`src/rtl/multicycle_control.sv`:
```
// Multicycle MIPS-subset control unit: one state register plus decoded datapath enables.
// Outputs are decoded from the current state (and mem_ready in FETCH) and held at zero during reset.
module multicycle_control #(
    parameter bit ILLEGAL_HALT = 1'b1
) (
    input  logic       clk,
    input  logic       reset,
    input  logic [5:0] opcode,
    input  logic       mem_ready,
    output logic       pc_write,
    output logic       pc_write_cond,
    output logic       i_or_d,
    output logic       mem_read,
    output logic       mem_write,
    output logic       mem_to_reg,
    output logic       ir_write,
    output logic       reg_dst,
    output logic       reg_write,
    output logic       alu_src_a,
    output logic [1:0] alu_src_b,
    output logic [1:0] alu_op,
    output logic [1:0] pc_source,
    output logic [3:0] state,
    output logic       illegal
);

    typedef enum logic [3:0] {
        FETCH     = 4'd0,
        DECODE    = 4'd1,
        MEM_ADDR  = 4'd2,
        MEM_READ  = 4'd3,
        MEM_WB    = 4'd4,
        MEM_WRITE = 4'd5,
        R_EXEC    = 4'd6,
        R_WB      = 4'd7,
        BRANCH    = 4'd8,
        JUMP      = 4'd9,
        ADDI_EXEC = 4'd10,
        ADDI_WB   = 4'd11,
        HALT      = 4'd15
    } stateT;

    localparam logic [5:0] OP_RTYPE = 6'b000000;
    localparam logic [5:0] OP_LW    = 6'b100011;
    localparam logic [5:0] OP_SW    = 6'b101011;
    localparam logic [5:0] OP_BEQ   = 6'b000100;
    localparam logic [5:0] OP_J     = 6'b000010;
    localparam logic [5:0] OP_ADDI  = 6'b001000;

    stateT stateReg;
    stateT stateNext;

    always_comb begin
        stateNext = stateReg;
        case (stateReg)
            FETCH:     stateNext = mem_ready ? DECODE : FETCH;
            DECODE: begin
                case (opcode)
                    OP_LW, OP_SW: stateNext = MEM_ADDR;
                    OP_RTYPE:     stateNext = R_EXEC;
                    OP_BEQ:       stateNext = BRANCH;
                    OP_J:         stateNext = JUMP;
                    OP_ADDI:      stateNext = ADDI_EXEC;
                    default:      stateNext = ILLEGAL_HALT ? HALT : FETCH;
                endcase
            end
            // Only lw/sw reach here; anything but sw is treated as a load.
            MEM_ADDR:  stateNext = (opcode == OP_SW) ? MEM_WRITE : MEM_READ;
            MEM_READ:  stateNext = mem_ready ? MEM_WB : MEM_READ;
            MEM_WB:    stateNext = FETCH;
            MEM_WRITE: stateNext = mem_ready ? FETCH : MEM_WRITE;
            R_EXEC:    stateNext = R_WB;
            R_WB:      stateNext = FETCH;
            BRANCH:    stateNext = FETCH;
            JUMP:      stateNext = FETCH;
            ADDI_EXEC: stateNext = ADDI_WB;
            ADDI_WB:   stateNext = FETCH;
            HALT:      stateNext = HALT;
            default:   stateNext = FETCH;
        endcase
    end

    always_ff @(posedge clk or posedge reset) begin
        if (reset) begin
            stateReg <= FETCH;
        end else begin
            stateReg <= stateNext;
        end
    end

    assign state = stateReg;

    // Gating on reset keeps every enable low for the whole reset pulse, even though state reads FETCH.
    always_comb begin
        pc_write      = 1'b0;
        pc_write_cond = 1'b0;
        i_or_d        = 1'b0;
        mem_read      = 1'b0;
        mem_write     = 1'b0;
        mem_to_reg    = 1'b0;
        ir_write      = 1'b0;
        reg_dst       = 1'b0;
        reg_write     = 1'b0;
        alu_src_a     = 1'b0;
        alu_src_b     = 2'b00;
        alu_op        = 2'b00;
        pc_source     = 2'b00;
        illegal       = 1'b0;
        if (!reset) begin
            case (stateReg)
                FETCH: begin
                    mem_read  = 1'b1;
                    alu_src_b = 2'b01;
                    ir_write  = mem_ready;
                    pc_write  = mem_ready;
                end
                DECODE: begin
                    alu_src_b = 2'b11;
                end
                MEM_ADDR: begin
                    alu_src_a = 1'b1;
                    alu_src_b = 2'b10;
                end
                MEM_READ: begin
                    mem_read = 1'b1;
                    i_or_d   = 1'b1;
                end
                MEM_WB: begin
                    mem_to_reg = 1'b1;
                    reg_write  = 1'b1;
                end
                MEM_WRITE: begin
                    mem_write = 1'b1;
                    i_or_d    = 1'b1;
                end
                R_EXEC: begin
                    alu_src_a = 1'b1;
                    alu_op    = 2'b10;
                end
                R_WB: begin
                    reg_dst   = 1'b1;
                    reg_write = 1'b1;
                end
                BRANCH: begin
                    alu_src_a     = 1'b1;
                    alu_op        = 2'b01;
                    pc_write_cond = 1'b1;
                    pc_source     = 2'b01;
                end
                JUMP: begin
                    pc_write  = 1'b1;
                    pc_source = 2'b10;
                end
                ADDI_EXEC: begin
                    alu_src_a = 1'b1;
                    alu_src_b = 2'b10;
                end
                ADDI_WB: begin
                    reg_write = 1'b1;
                end
                HALT: begin
                    illegal = 1'b1;
                end
                default: begin
                end
            endcase
        end
    end

endmodule

```
`config.mk`:
```
export PLATFORM = sky130hd
export DESIGN_NAME = multicycle_control
export DESIGN_NICKNAME = d
export VERILOG_FILES = /design/src/rtl/multicycle_control.sv
export SDC_FILE = /design/constraint.sdc
export NUM_CORES = 1
export LEC_CHECK = 0
export ABC_AREA = 1
export BUFFER_PORTS_ARGS = -buffer_cell sky130_fd_sc_hd__buf_4
export CORE_ASPECT_RATIO = 0.9
export CORE_MARGIN = 1.5
export CORE_UTILIZATION = 39
export DETAILED_ROUTE_END_ITERATION = 10
export PLACE_DENSITY = 0.69
export SYNTH_ARGS = -nofsm -noshare
export SYNTH_HDL_FRONTEND = slang
export SYNTH_SLANG_ARGS = --single-unit
```
`constraint.sdc`:
```
create_clock -name clk -period 1.1 [get_ports clk]
set_clock_uncertainty 0.1 [all_clocks]
set_input_delay 0.055 -clock clk [delete_from_list [all_inputs] [get_ports clk]]
set_output_delay 0.055 -clock clk [all_outputs]
set_load 0.02 [all_outputs]
```
==> results of run 1 <==
[through the flow]
| step | setup WS, ns | utilization [%] | instance area [um^2] | TNS, ns |
|---|---|---|---|---|
| 4_1_cts | -0.390 | 93.9 | 1330 | -6.81 |
| 3_5_place_dp | -0.192 | 77.5 | 1100 | -2.60 |
| 3_3_place_gp | -0.195 | 77.5 | 1100 | -2.43 |
| 2_1_floorplan | -0.207 | - | 744 | -2.39 |
[cells in the mapped netlist]
master,instances,area share [%]
nand2_1,31,20
nor2_1,25,16
inv_2,10,6.4
nand3_1,7,6.0
inv_1,5,3.2
nand2_2,5,5.4
dfrtp_1,4,17
nor2_2,4,4.3
buf_4,2,2.6
nand2_4,2,3.9
nand3_2,2,3.4
o22ai_1,2,2.1
a21boi_1,1,1.3
a21oi_1,1,0.86
a31oi_1,1,1.1
and2_4,1,1.5
clkbuf_1,1,0.64
clkinv_1,1,0.64
nand4_1,1,1.1
nor3_1,1,0.86
o21ai_0,1,0.86
o21ai_1,1,0.86
[logic make-up after synthesis]
| logic type | count (synthesis) | synth area share [%] |
|---|---|---|
| buffers and inverters | 19 | 13.5 |
| and+or+nand+nor | 79 | 62.3 |
| AOI/OAI and AO/OA | 7 | 7.06 |
| DFF | 4 | 17.1 |
[what timing repair did]
item / in CTS
hold buffers: 1
gates resized for setup: 38
hold endpoints to repair: 4
buffers inserted: 5
pin swaps: 11
setup endpoints to repair: 23
==> impl_metrics.yaml, run 1 <==
run_status:
  status: "aborted with a tool error"
  stop_stage: "global routing"
  first-error: "[ERROR DPL-0038] Utilization greater than 100%, impossible to legalize"
yosys:
  synth_seq_cells: 4
  yosysWarningCount: 0
  syn-num-nets: 118
  synth_area_um2: 584
  synth_cell_type_count: 22
  synth_area_per_cell_um2: 5.36
  netlist_instances: 109
  seq_area_frac_synth_pct: 17.1
placed_design:
  dp_hpwl_um: 1610
  routabilityCongestion: 0.833
  port_buffers: 29
  dp_cells: 169
sta:
  worst_endpoint_kind: "primary output"
  postGrtWorstEndpoint: "pc_write"
clocking:
  clk_path_buf_depth: 2
  cts_root_buffer: "clkbuf_4"
  cts_sinks: 4
  cts_buffers: 3
  cts.htree.levels: 1
floorplanning:
  die_width_um: 43.8
  die_h_um: 39.7
  pin_count: 30
  initial_core_util_pct: 41.3
  num_rows: 13
global_routing:
  grt_max_degree: 11
==> run 2: changes to the inputs <==
CORE_AREA = 2 2 63 65   (was not set)
CORE_ASPECT_RATIO = not set   (was 0.9)
CORE_MARGIN = not set   (was 1.5)
CORE_UTILIZATION = not set   (was 39)
DIE_AREA = 0 0 65 67   (was not set)
PLACE_DENSITY = not set   (was 0.69)
PLACE_DENSITY_LB_ADDON = 0.15   (was not set)
clock period = 1.43 ns   (was 1.1 ns; I/O delays follow)
==> run 2 against run 1 <==
Against the previous run: the flow now finishes, with violations (setup timing); area after synthesis did not move; synthesized cell count did not move.
==> impl_metrics.yaml, run 2 <==
run_status:
  status: "finished, violations left"
  violations: "setup timing"
global_routing:
  grt_usage_pct: 9.51
  grt_pass1_wl_um: 3220
  antenna_found_initial: 0
  grt-ovfl-total: 0
  grt_pass1_vias: 763
  grt_max_degree: 12
yosys:
  async_reset_ff_share_pct: 100
  netlist.area_leader.share_pct: 19.9
  synth_area_per_cell_um2: 5.36
  synth_common_cells: "31 x nand2_1, 25 x nor2_1, 10 x inv_2"
  yosysMostFrequentCell: "nand2_1"
  ys.flop_type: "dfrtp_1"
  synth-edff-count: 0
  synth_cell_type_count: 22
  netlist_instances: 109
  seq_area_frac_synth_pct: 17.1
  synth_area_leaders: "nand2_1 20%, dfrtp_1 17%, nor2_1 16%"
  yosysWarningCount: 0
  synth_area_leader_cell: "nand2_1"
  synth_seq_cells: 4
  syn-num-nets: 118
  synth_area_um2: 584
sta:
  worst_slew_pin_slew_ns: 0.247
  setup-tns-final_ns: -0.195
  hold_viol_final: 0
  rsz0062_at_grt: "true"
  timing.fmax_ghz: 0.677
  finalCritPeriodShare_pct: 103
  final.min_clock_period_ns: 1.48
  relSlewSlack_pct: 83.5
  drv_slew: 0
  setup_viol: 9
  fin_ws_ns: -0.0464
placed_design:
  dp_hpwl_um: 1560
  placed_cell_area_um2: 866
  routabilityCongestion: 0.899
  port_buffers: 29
floorplanning:
  num_rows: 22
  initial_core_util_pct: 16.2
  die-area_um2: 4360
  die_width_um: 65
  die_h_um: 67
  pin_count: 30
  core_area_um2: 3610
critical_path:
  endpoint_kind: "primary output"
  worstPathRequired_ns: 1.26
  cp_slowest_cell: "dfrtp_2"
  cp_max_fo: 4
  cp_num_buf_inv: 2
  crit_path_cell_trace: "inv_4 > nand2_4 > nor2_4 > nand2_2 > a21oi_2 > buf_4"
  cp-start-kind: "register"
  slowest_delay_ns: 0.45
  criticalPathCategory: "register to primary output"
  cp_data_arrival_time_ns: 1.30
  critical-path-top-delay-family: "flip-flops"
clocking:
  path_clk_slew_ns: 0.03
  cts_sinks: 4
  cts_root_buffer: "clkbuf_8"
  clock_latency_ns: 0.21
  tritoncts: "yes"
  cts.htree.levels: 1
  cts_buffers: 3
  clk_path_buf_depth: 2
drt:
  dr.pass1.iters: 4
  num_vias: 824
  via_per_inst: 4.02
  wl_per_cell_um: 9.88
  ant_nets: 0
  drt_wl_total_um: 2030
  drc_errors: 0
  drtIter0Drc: 22
cells_and_area:
  multi_input_area_um2: 559
  fillers: 388
  postLayoutCellArea_um2: 1240
  final_cell_mix: "38 x buf_4, 24 x nand2_1, 19 x nor2_1"
  antenna_cells: 0
  final_nets: 168
  fin_util_pct: 34.3
  drive_above_1_share_pct: 61.8
  layout_commonest_cell: "buf_4"
  syn_to_final_growth_pct: 112
  largest_reg_flops: 4
  register_area_um2: 103
power:
  p_leak_uw: 0.000599
  power_density_nw_per_um2: 329
  irDropWorstVdd_mv: 0.136
job:
  cap_violations: 0
hold_path:
  hp-class: "primary input to register"
## run 2: cell counts after synthesis
Identical to the previous run, type by type.
## run 2: cells by family (layout without fill, tap and decap cells)
family	count (synthesis)	in the layout	share of synthesized area, %
AO/OA/AOI/OAI	7	7	7.06
flip-flops	4	4	17.1
AND/OR/NAND/NOR	79	79	62.3
buffers and inverters	19	67	13.5
## run 2: area by class of cell
type	instances	area share [%]
Tap cell	48	4.85
Multi-Input combinational cell	86	45.2
Timing Repair Buffer	48	32.1
Inverter	16	6.27
Sequential cell	4	8.29
Clock buffer	3	3.34
## run 2: where the power goes
group / leakage (uW) / switching (uW) / internal, uW
Clock: 0.0000216 / 50.2 / 179
Sequential: 0.0000344 / 0 / 114
Combinational: 0.000544 / 38.6 / 26.0
Total: 0.000599 / 88.8 / 319
## run 2: worst reg2reg max path: cells and delay by family, from the launching register on
| family | cells | cell delay (ns) |
|---|---|---|
| buf+inv | 3 | 0.28 |
| flops | 1 | 0.40 |
| simple gates | 6 | 0.48 |
## run 2: worst paths after layout
path,start,end,cells after the start,slack (ns)
min in group asynchronous,reset,state[3],3,0.44
hold / removal,mem_ready,state[2],5,0.11
setup / recovery,state[1],pc_write,6,-0.05
setup reg to reg,state[0],state[1],9,0.08
hold reg to reg,state[2],state[0],5,0.72
max in group asynchronous,reset,state[1],3,0.61
## run 2: what timing repair did
item	CTS	global route
endpoints found under the setup margin	13	17
gates cloned	0	0
setup buffers	12	4
resized for setup	16	35
pin swaps	3	15
hold buffers	1	0
hold endpoints to repair	4	0
## run 2: stage by stage
| stage | setup WS [ns] | power, uW | std cells | hold WS (ns) |
|---|---|---|---|---|
| after floorplan | 0.00105 | 145 | 109 | -0.237 |
| after global placement | 0.0339 | 174 | 185 | -0.0185 |
| after detailed placement | 0.0348 | 174 | 185 | -0.0227 |
| after CTS | -0.0648 | 412 | 201 | 0.120 |
| after global routing | -0.125 | 438 | 205 | 0.160 |
| final | -0.0464 | 408 | 205 | 0.113 |
## run 2: layer usage
metal / vias up / wire (um) / GRT usage (%)
met3: 4 / 97 / 1.52
met2: 28 / 1050 / 16.5
met4: 0 / 40 / 5.59
met1: 354 / 836 / 11.0
met5: - / 0 / 0
li1: 438 / - / -
(Power assumes the default switching activity.)
